==> config.mk <==
export PLATFORM = sky130hd
export DESIGN_NAME = rsnn_cfg_loader
export DESIGN_NICKNAME = d
export VERILOG_FILES = /design/src/rtl/rsnn_cfg_loader.sv
export SDC_FILE = /design/constraint.sdc
export NUM_CORES = 1
export LEC_CHECK = 0
export BUFFER_PORTS_ARGS = -buffer_cell sky130_fd_sc_hd__buf_4
export CAP_MARGIN = 10
export CORE_UTILIZATION = 56
export DETAILED_ROUTE_END_ITERATION = 8
export PLACE_DENSITY = 0.82
export SLEW_MARGIN = 0
export SYNTH_ARGS = -nofsm -noshare
export SYNTH_HDL_FRONTEND = slang
export SYNTH_SLANG_ARGS = --single-unit
==> constraint.sdc <==
create_clock -name clk -period 3.2 [get_ports clk]
set_clock_uncertainty 0.05 [all_clocks]
set_input_delay 0.64 -clock clk [delete_from_list [all_inputs] [get_ports clk]]
set_output_delay 0.64 -clock clk [all_outputs]
set_load 0.01 [all_outputs]
==> src/rtl/rsnn_cfg_loader.sv <==
// rsnn_cfg_loader: serial configuration loader for the RSNN core.
// Collects neuron parameters and synaptic weights one bit at a time over a load strobe and
// a data pin, then presents them as a flat word-indexed configuration bus.
// Optional feature macro: CFG_READBACK_EN (serial readback of shifted-out bits on sdo_o).
module rsnn_cfg_loader #(
    parameter int unsigned N_LAYERS = 3,
    parameter int unsigned N_PARAM  = 4,
    parameter int unsigned N_WGT    = 9,
    parameter int unsigned WORD_W   = 8,
    parameter int unsigned MIN_HOLD = 3,
    localparam int unsigned N_WORDS = N_LAYERS * (N_PARAM + N_WGT),
    localparam int unsigned TOTAL   = N_WORDS * WORD_W,
    localparam int unsigned CW      = $clog2(TOTAL + 1)
) (
    input  logic             clk,
    input  logic             rst_n,
    input  logic             ena,
    input  logic             load_i,
    input  logic             sdata_i,
    input  logic             run_i,
    output logic [TOTAL-1:0] cfg_o,
    output logic             cfg_valid_o,
    output logic [CW-1:0]    bit_cnt_o,
    output logic             err_ovf_o,
    output logic             sdo_o
);

    localparam int unsigned   HW        = $clog2(MIN_HOLD + 1);
    localparam logic [HW-1:0] HOLD_MAX  = HW'(MIN_HOLD);
    localparam logic [HW-1:0] HOLD_LAST = HW'(MIN_HOLD - 1);
    localparam logic [CW-1:0] TOTAL_CNT = CW'(TOTAL);
    localparam logic [CW-1:0] ONE_CNT   = CW'(1);

    // Reset release synchroniser: assertion is immediate, release is aligned to clk.
    logic [1:0] r_rst_sync;
    logic       w_rst_rel;

    // Pin synchronisers, bit order {run, sdata, load}.
    logic [2:0] r_pin_meta;
    logic [2:0] r_pin_sync;
    logic       w_load_s;
    logic       w_sdata_s;
    logic       w_run_s;

    // Strobe qualification.
    logic [HW-1:0] r_hold_cnt;
    logic [HW-1:0] w_hold_d;
    logic          r_qual;
    logic          w_qual_d;
    logic          r_bit;
    logic          w_bit_d;
    logic          w_commit;

    // Configuration shift register and session state.
    logic [TOTAL-1:0] r_cfg;
    logic [TOTAL-1:0] w_cfg_d;
    logic [CW-1:0]    r_cnt;
    logic [CW-1:0]    w_cnt_d;
    logic [CW-1:0]    w_cnt_inc;
    logic             r_valid;
    logic             w_valid_d;
    logic             r_ovf;
    logic             w_ovf_d;
    logic             r_armed;
    logic             w_armed_d;
    logic             w_shift;

    assign w_rst_rel = r_rst_sync[1];
    assign w_load_s  = r_pin_sync[0];
    assign w_sdata_s = r_pin_sync[1];
    assign w_run_s   = r_pin_sync[2];
    assign w_cnt_inc = r_cnt + 1'b1;

    // Two-stage reset release synchroniser.
    always_ff @(posedge clk or negedge rst_n) begin
        if (!rst_n) begin
            r_rst_sync <= 2'b00;
        end else begin
            r_rst_sync <= {r_rst_sync[0], 1'b1};
        end
    end

    // Two-flop synchronisers for the asynchronous pins; they run regardless of ena.
    always_ff @(posedge clk or negedge rst_n) begin
        if (!rst_n) begin
            r_pin_meta <= '0;
            r_pin_sync <= '0;
        end else if (!w_rst_rel) begin
            r_pin_meta <= '0;
            r_pin_sync <= '0;
        end else begin
            r_pin_meta <= {run_i, sdata_i, load_i};
            r_pin_sync <= r_pin_meta;
        end
    end

    // Hold counter: qualify a strobe once load_s has been high MIN_HOLD cycles, commit on fall.
    always_comb begin
        w_hold_d = r_hold_cnt;
        w_qual_d = r_qual;
        w_bit_d  = r_bit;
        w_commit = 1'b0;
        if (!ena) begin
            w_hold_d = '0;
            w_qual_d = 1'b0;
        end else if (w_load_s) begin
            if (r_hold_cnt != HOLD_MAX) begin
                w_hold_d = r_hold_cnt + 1'b1;
                if (r_hold_cnt == HOLD_LAST) begin
                    // Data is sampled exactly once per strobe, when it first qualifies.
                    w_bit_d  = w_sdata_s;
                    w_qual_d = 1'b1;
                end
            end
        end else begin
            w_hold_d = '0;
            w_qual_d = 1'b0;
            w_commit = r_qual;
        end
    end

    // Strobe qualification state.
    always_ff @(posedge clk or negedge rst_n) begin
        if (!rst_n) begin
            r_hold_cnt <= '0;
            r_qual     <= 1'b0;
            r_bit      <= 1'b0;
        end else if (!w_rst_rel) begin
            r_hold_cnt <= '0;
            r_qual     <= 1'b0;
            r_bit      <= 1'b0;
        end else begin
            r_hold_cnt <= w_hold_d;
            r_qual     <= w_qual_d;
            r_bit      <= w_bit_d;
        end
    end

    // Session next-state: run lockout and re-arm, new-session start, shift-in, overflow.
    always_comb begin
        w_cfg_d   = r_cfg;
        w_cnt_d   = r_cnt;
        w_valid_d = r_valid;
        w_ovf_d   = r_ovf;
        w_armed_d = r_armed;
        w_shift   = 1'b0;
        if (ena) begin
            if (w_run_s) begin
                // Run has priority over a coincident commit, which is dropped.
                if (r_cnt != '0) begin
                    w_armed_d = 1'b1;
                end
            end else if (w_commit) begin
                if (r_armed) begin
                    // First bit of a fresh session shifts into an all-zero register.
                    w_cfg_d            = '0;
                    w_cfg_d[TOTAL-1]   = r_bit;
                    w_cnt_d            = ONE_CNT;
                    w_valid_d          = (TOTAL_CNT == ONE_CNT);
                    w_ovf_d            = 1'b0;
                    w_armed_d          = 1'b0;
                    w_shift            = 1'b1;
                end else if (r_cnt != TOTAL_CNT) begin
                    w_cfg_d          = r_cfg >> 1;
                    w_cfg_d[TOTAL-1] = r_bit;
                    w_cnt_d          = w_cnt_inc;
                    w_valid_d        = (w_cnt_inc == TOTAL_CNT);
                    w_shift          = 1'b1;
                end else begin
                    w_ovf_d = 1'b1;
                end
            end
        end
    end

    // Session state registers.
    always_ff @(posedge clk or negedge rst_n) begin
        if (!rst_n) begin
            r_cfg   <= '0;
            r_cnt   <= '0;
            r_valid <= 1'b0;
            r_ovf   <= 1'b0;
            r_armed <= 1'b0;
        end else if (!w_rst_rel) begin
            r_cfg   <= '0;
            r_cnt   <= '0;
            r_valid <= 1'b0;
            r_ovf   <= 1'b0;
            r_armed <= 1'b0;
        end else begin
            r_cfg   <= w_cfg_d;
            r_cnt   <= w_cnt_d;
            r_valid <= w_valid_d;
            r_ovf   <= w_ovf_d;
            r_armed <= w_armed_d;
        end
    end

`ifdef CFG_READBACK_EN
    logic r_sdo;

    // Readback: present the bit pushed out of cfg[0] on every shifting commit.
    always_ff @(posedge clk or negedge rst_n) begin
        if (!rst_n) begin
            r_sdo <= 1'b0;
        end else if (!w_rst_rel) begin
            r_sdo <= 1'b0;
        end else if (w_shift) begin
            r_sdo <= r_cfg[0];
        end
    end

    assign sdo_o = r_sdo;
`else
    logic w_unused_shift;

    assign w_unused_shift = w_shift;
    assign sdo_o          = 1'b0;
`endif

    assign cfg_o       = r_cfg;
    assign cfg_valid_o = r_valid;
    assign bit_cnt_o   = r_cnt;
    assign err_ovf_o   = r_ovf;

endmodule

==> results.md <==
- Outcome: finished, final reports clean
- Post-route insts no fill: between 1000 and 1500
- Routability cong.: between 0.8 and 0.9
- Kind of critical path: flop to flop
- Post-Route WL: a little over 30 mm
- Worst Path Required: 3.57 ns
- CTS tree: yes
- Clk buf depth: 3
- Vias in the first global route: between 8000 and 9000
- DRC: 0
- Iteration-0 DRC Markers: between 500 and 600
- Die Span X: 150.1 um
- Tightest Pin Transition: 0.7444 ns
- Dpl hpwl: ~19 mm
- Hold Path Class: input port to asynchronous set/reset pin
- Avg Cell Area, Syn: about 15 sq um
- Setup crit end kind: flop
- Initial core utilization: between 50% and 60%
- Full die area: between 20000 and 25000 sq um
- Worst Path Max Fanout: 65
- H-tree levels: 2
- Gr usage total: between 20% and 30%
- Core Region: around 21000 sq um
- Top-level I/O count: between 300 and 400
- Root buffer cell: clkbuf_16
- Mapped Cells: just over 800
- FF+latch count, synth: roughly 340
- Cell family with most CP delay: simple AND/OR/NAND/NOR gates
- Die Y: ~150 um
- Peak supply drop: 446.2 uV
- # hold bufs at CTS: 0
- Critical path depth: 7
- Reg2reg start: bit_cnt_o[0]
- TritonCTS Buffers: 34
- TritonRoute pass-1 iters: 5
- Crit Reg-Reg Endpoint: cfg_o[58]
- Warnings, synthesis: 0
- Via count: between 8000 and 9000
- Post-CTS setup repair buffer count: 0
- EDFF count, synth: 0
- Fraction of final layout cells sized beyond drive strength 1: 35.09%
- Avg WL per Cell: approximately 21 um
- Leading area contributor after synthesis: dfrtp_1
- Nets: 1125
- Total gr overflow: 0
- Leakage: roughly 8.4 nW
- Fin util: ~75%
- Post-synth top area share: between 60% and 70%
- Worst r2r path cells: 7
- Fin crit share: between 70% and 80%
- Clock-pin slew on the worst setup and hold paths: about 0.06 ns
- Buffers and inverters on the worst path: 2
- Setup slack after layout: around 0.69 ns
- Post-CTS sizing: 0
- Main synth FF type: dfrtp_1
- Area growth syn-to-layout: 30.54%
- Mapped cell area: approximately 12000 sq um
- Critical Path, Cell by Cell: inv_1 -> ha_1 -> nor4b_4 -> a41o_1 -> and2_4 -> buf_12 -> a22o_1
- CP peak stage delay: approximately 0.49 ns
- Row count: 53
- Hold slack: about 0.082 ns
- Synthesized Nets: slightly above 800
- Crit path launch: bit_cnt_o[0]
- MaxCap Viol Count: 0
- Worst slack, placed: a little over 0.7 ns
- First-pass GRT wire length: about 47 mm
- Max-slew violations: 0
- Setup crit start kind: flop
- Initial antenna violation count: 0
- Unrepaired setup endpoints after global routing: false
- Slack of the worst reg-to-reg path: about 0.69 ns
- Post-route minimum period: 2.509 ns
- Skew-Pair Late Insertion Delay: ~0.50 ns
- Setup-failing EPs final: 0
- FFs w/ async S/R, synth: 100.0%
- Critical Path AT: around 2.9 ns
- Placed insts: approximately 1400
- CTS Sinks: 336
- Sequential area share after synthesis: between 60 and 70%
- Final Hold Viols: 0
- Avg Vias per Cell: between 6 and 7
- Post-route ant nets: 0
- Synth unique cells: 39
- Fmax: between 300 and 400 MHz
- Pwr dens: ~550 nW/um^2
- Worst path slowest cell: and2_4
- Synth top area cells: dfrtp_1 68%, a22o_1 22%, buf_6 2.6%, buf_2 1.6%, and2_1 0.41%
- Critical Path End: cfg_o[58]
- Largest net degree at the start of global routing: 168
- Setup_tns: 0 ns
- Diode count: 0
- Layout fillers: around 1300
- Slew HR: 50.37%
- PortBufs: roughly 330
==> power breakdown <==
group	total (W)	switching [W]	leakage (nW)	internal [W]
combinational	0.000187	0.000151	3.11	0.0000361
clock	0.00433	0.00158	0.603	0.00275
sequential	0.00426	0.00000474	4.69	0.00425
total	0.00878	0.00174	8.40	0.00704
==> metal layers <==
metal  GRT usage (%)  part of all wire [%]  up-vias
met5               0                     0        -
li1                -                     -     3739
met1           37.73                    41     4435
met3           5.545                   7.4       62
met2           41.81                    48      366
met4           9.242                   3.2        0
==> worst min-delay path by stage <==
| stage | from | to | slack (ns) | cells after the start |
|---|---|---|---|---|
| finish | rst_n | cfg_o[110] | 0.08 | 1 |
| global route | rst_n | cfg_o[109] | 0.14 | 1 |
| CTS | rst_n | cfg_o[170] | 0.11 | 1 |
| detailed placement | r_rst_sync[0] | r_rst_sync[1] | 0.29 | 0 |
| global placement | r_rst_sync[0] | r_rst_sync[1] | 0.28 | 0 |
| floorplan | r_rst_sync[0] | r_rst_sync[1] | 0.28 | 0 |
==> Yosys cell counts, types with 2 or more instances <==
cell type  number
and3b_1         2
nand3_1         4
a31oi_1         7
a21oi_1         5
and2_1          8
and3_1          4
clkbuf_1        5
nor3b_1         2
buf_4           3
buf_2          40
conb_1          2
nor2b_1         2
nand2_1         7
a22o_1        313
nand2b_1        4
o21ai_0         3
nor2_1          7
dfrtp_1       336
buf_6          28
ha_1            4
inv_1           5
xnor2_1         3
==> sequential cells by signal (all words and copies together), names as in the netlist <==
signal and cells:
cfg_o 312, r_bit 1, cfg_valid_o 1, r_armed 1, bit_cnt_o 9, r_pin_meta 3
r_hold_cnt 2, r_qual 1, err_ovf_o 1, r_pin_sync 3, r_rst_sync 2
==> through the flow <==
| stage | area, sq um | total power (W) |
|---|---|---|
| 6_report | 16040 | 0.008779 |
| 5_1_grt | 16040 | 0.009039 |
| 4_1_cts | 16040 | 0.008855 |
| 3_5_place_dp | 14810 | 0.004528 |
| 3_3_place_gp | 14810 | 0.004523 |
| 2_1_floorplan | 12290 | 0.004429 |
==> cell usage in the layout, fill, tap and decap left out, types with 2 or more instances in the layout <==
| cell | n |
|---|---|
| dfrtp_1 | 336 |
| buf_4 | 332 |
| a22o_1 | 313 |
| clkbuf_16 | 37 |
| buf_12 | 11 |
| and2_1 | 7 |
| nand2_1 | 7 |
| a31oi_1 | 7 |
| nor2_1 | 7 |
| bufinv_16 | 7 |
| clkbuf_1 | 6 |
| inv_1 | 5 |
| a21oi_1 | 5 |
| and3_1 | 4 |
| nand2b_1 | 4 |
| nand3_1 | 4 |
| ha_1 | 4 |
| clkbuf_8 | 4 |
| xnor2_1 | 3 |
| o21ai_0 | 3 |
| clkinv_2 | 3 |
| nor3b_1 | 2 |
| nor2b_1 | 2 |
| and3b_1 | 2 |
| conb_1 | 2 |
==> final cells by class <==
cell class	instances	area (sq um)	share of cell area [%]
multi-input cells	394	3309	20.63
clock buffers	47	1003	6.254
repair buffers	344	2728	17.00
well taps	275	344.1	2.145
flip-flops and latches	336	8408	52.41
clock inverters	11	232.7	1.451
inverters	5	18.77	0.1170
==> cell families (layout without fill, tap and decap cells) <==
kind of cell               count (synthesis)  in the layout  share of synthesized area [%]
adders and majority gates                  4              4                         0.4072
xor gates and xnor gates                   4              4                         0.2851
other                                      2              2                        0.06110
buffers and inverters                     81            407                          4.683
DFF                                      336            336                          68.41
muxes                                      1              1                        0.08144
and+or+nand+nor                           45             45                          2.260
AOI/OAI and AO/OA                        338            338                          23.81
No activity file was read; power rests on OpenSTA's default activity.
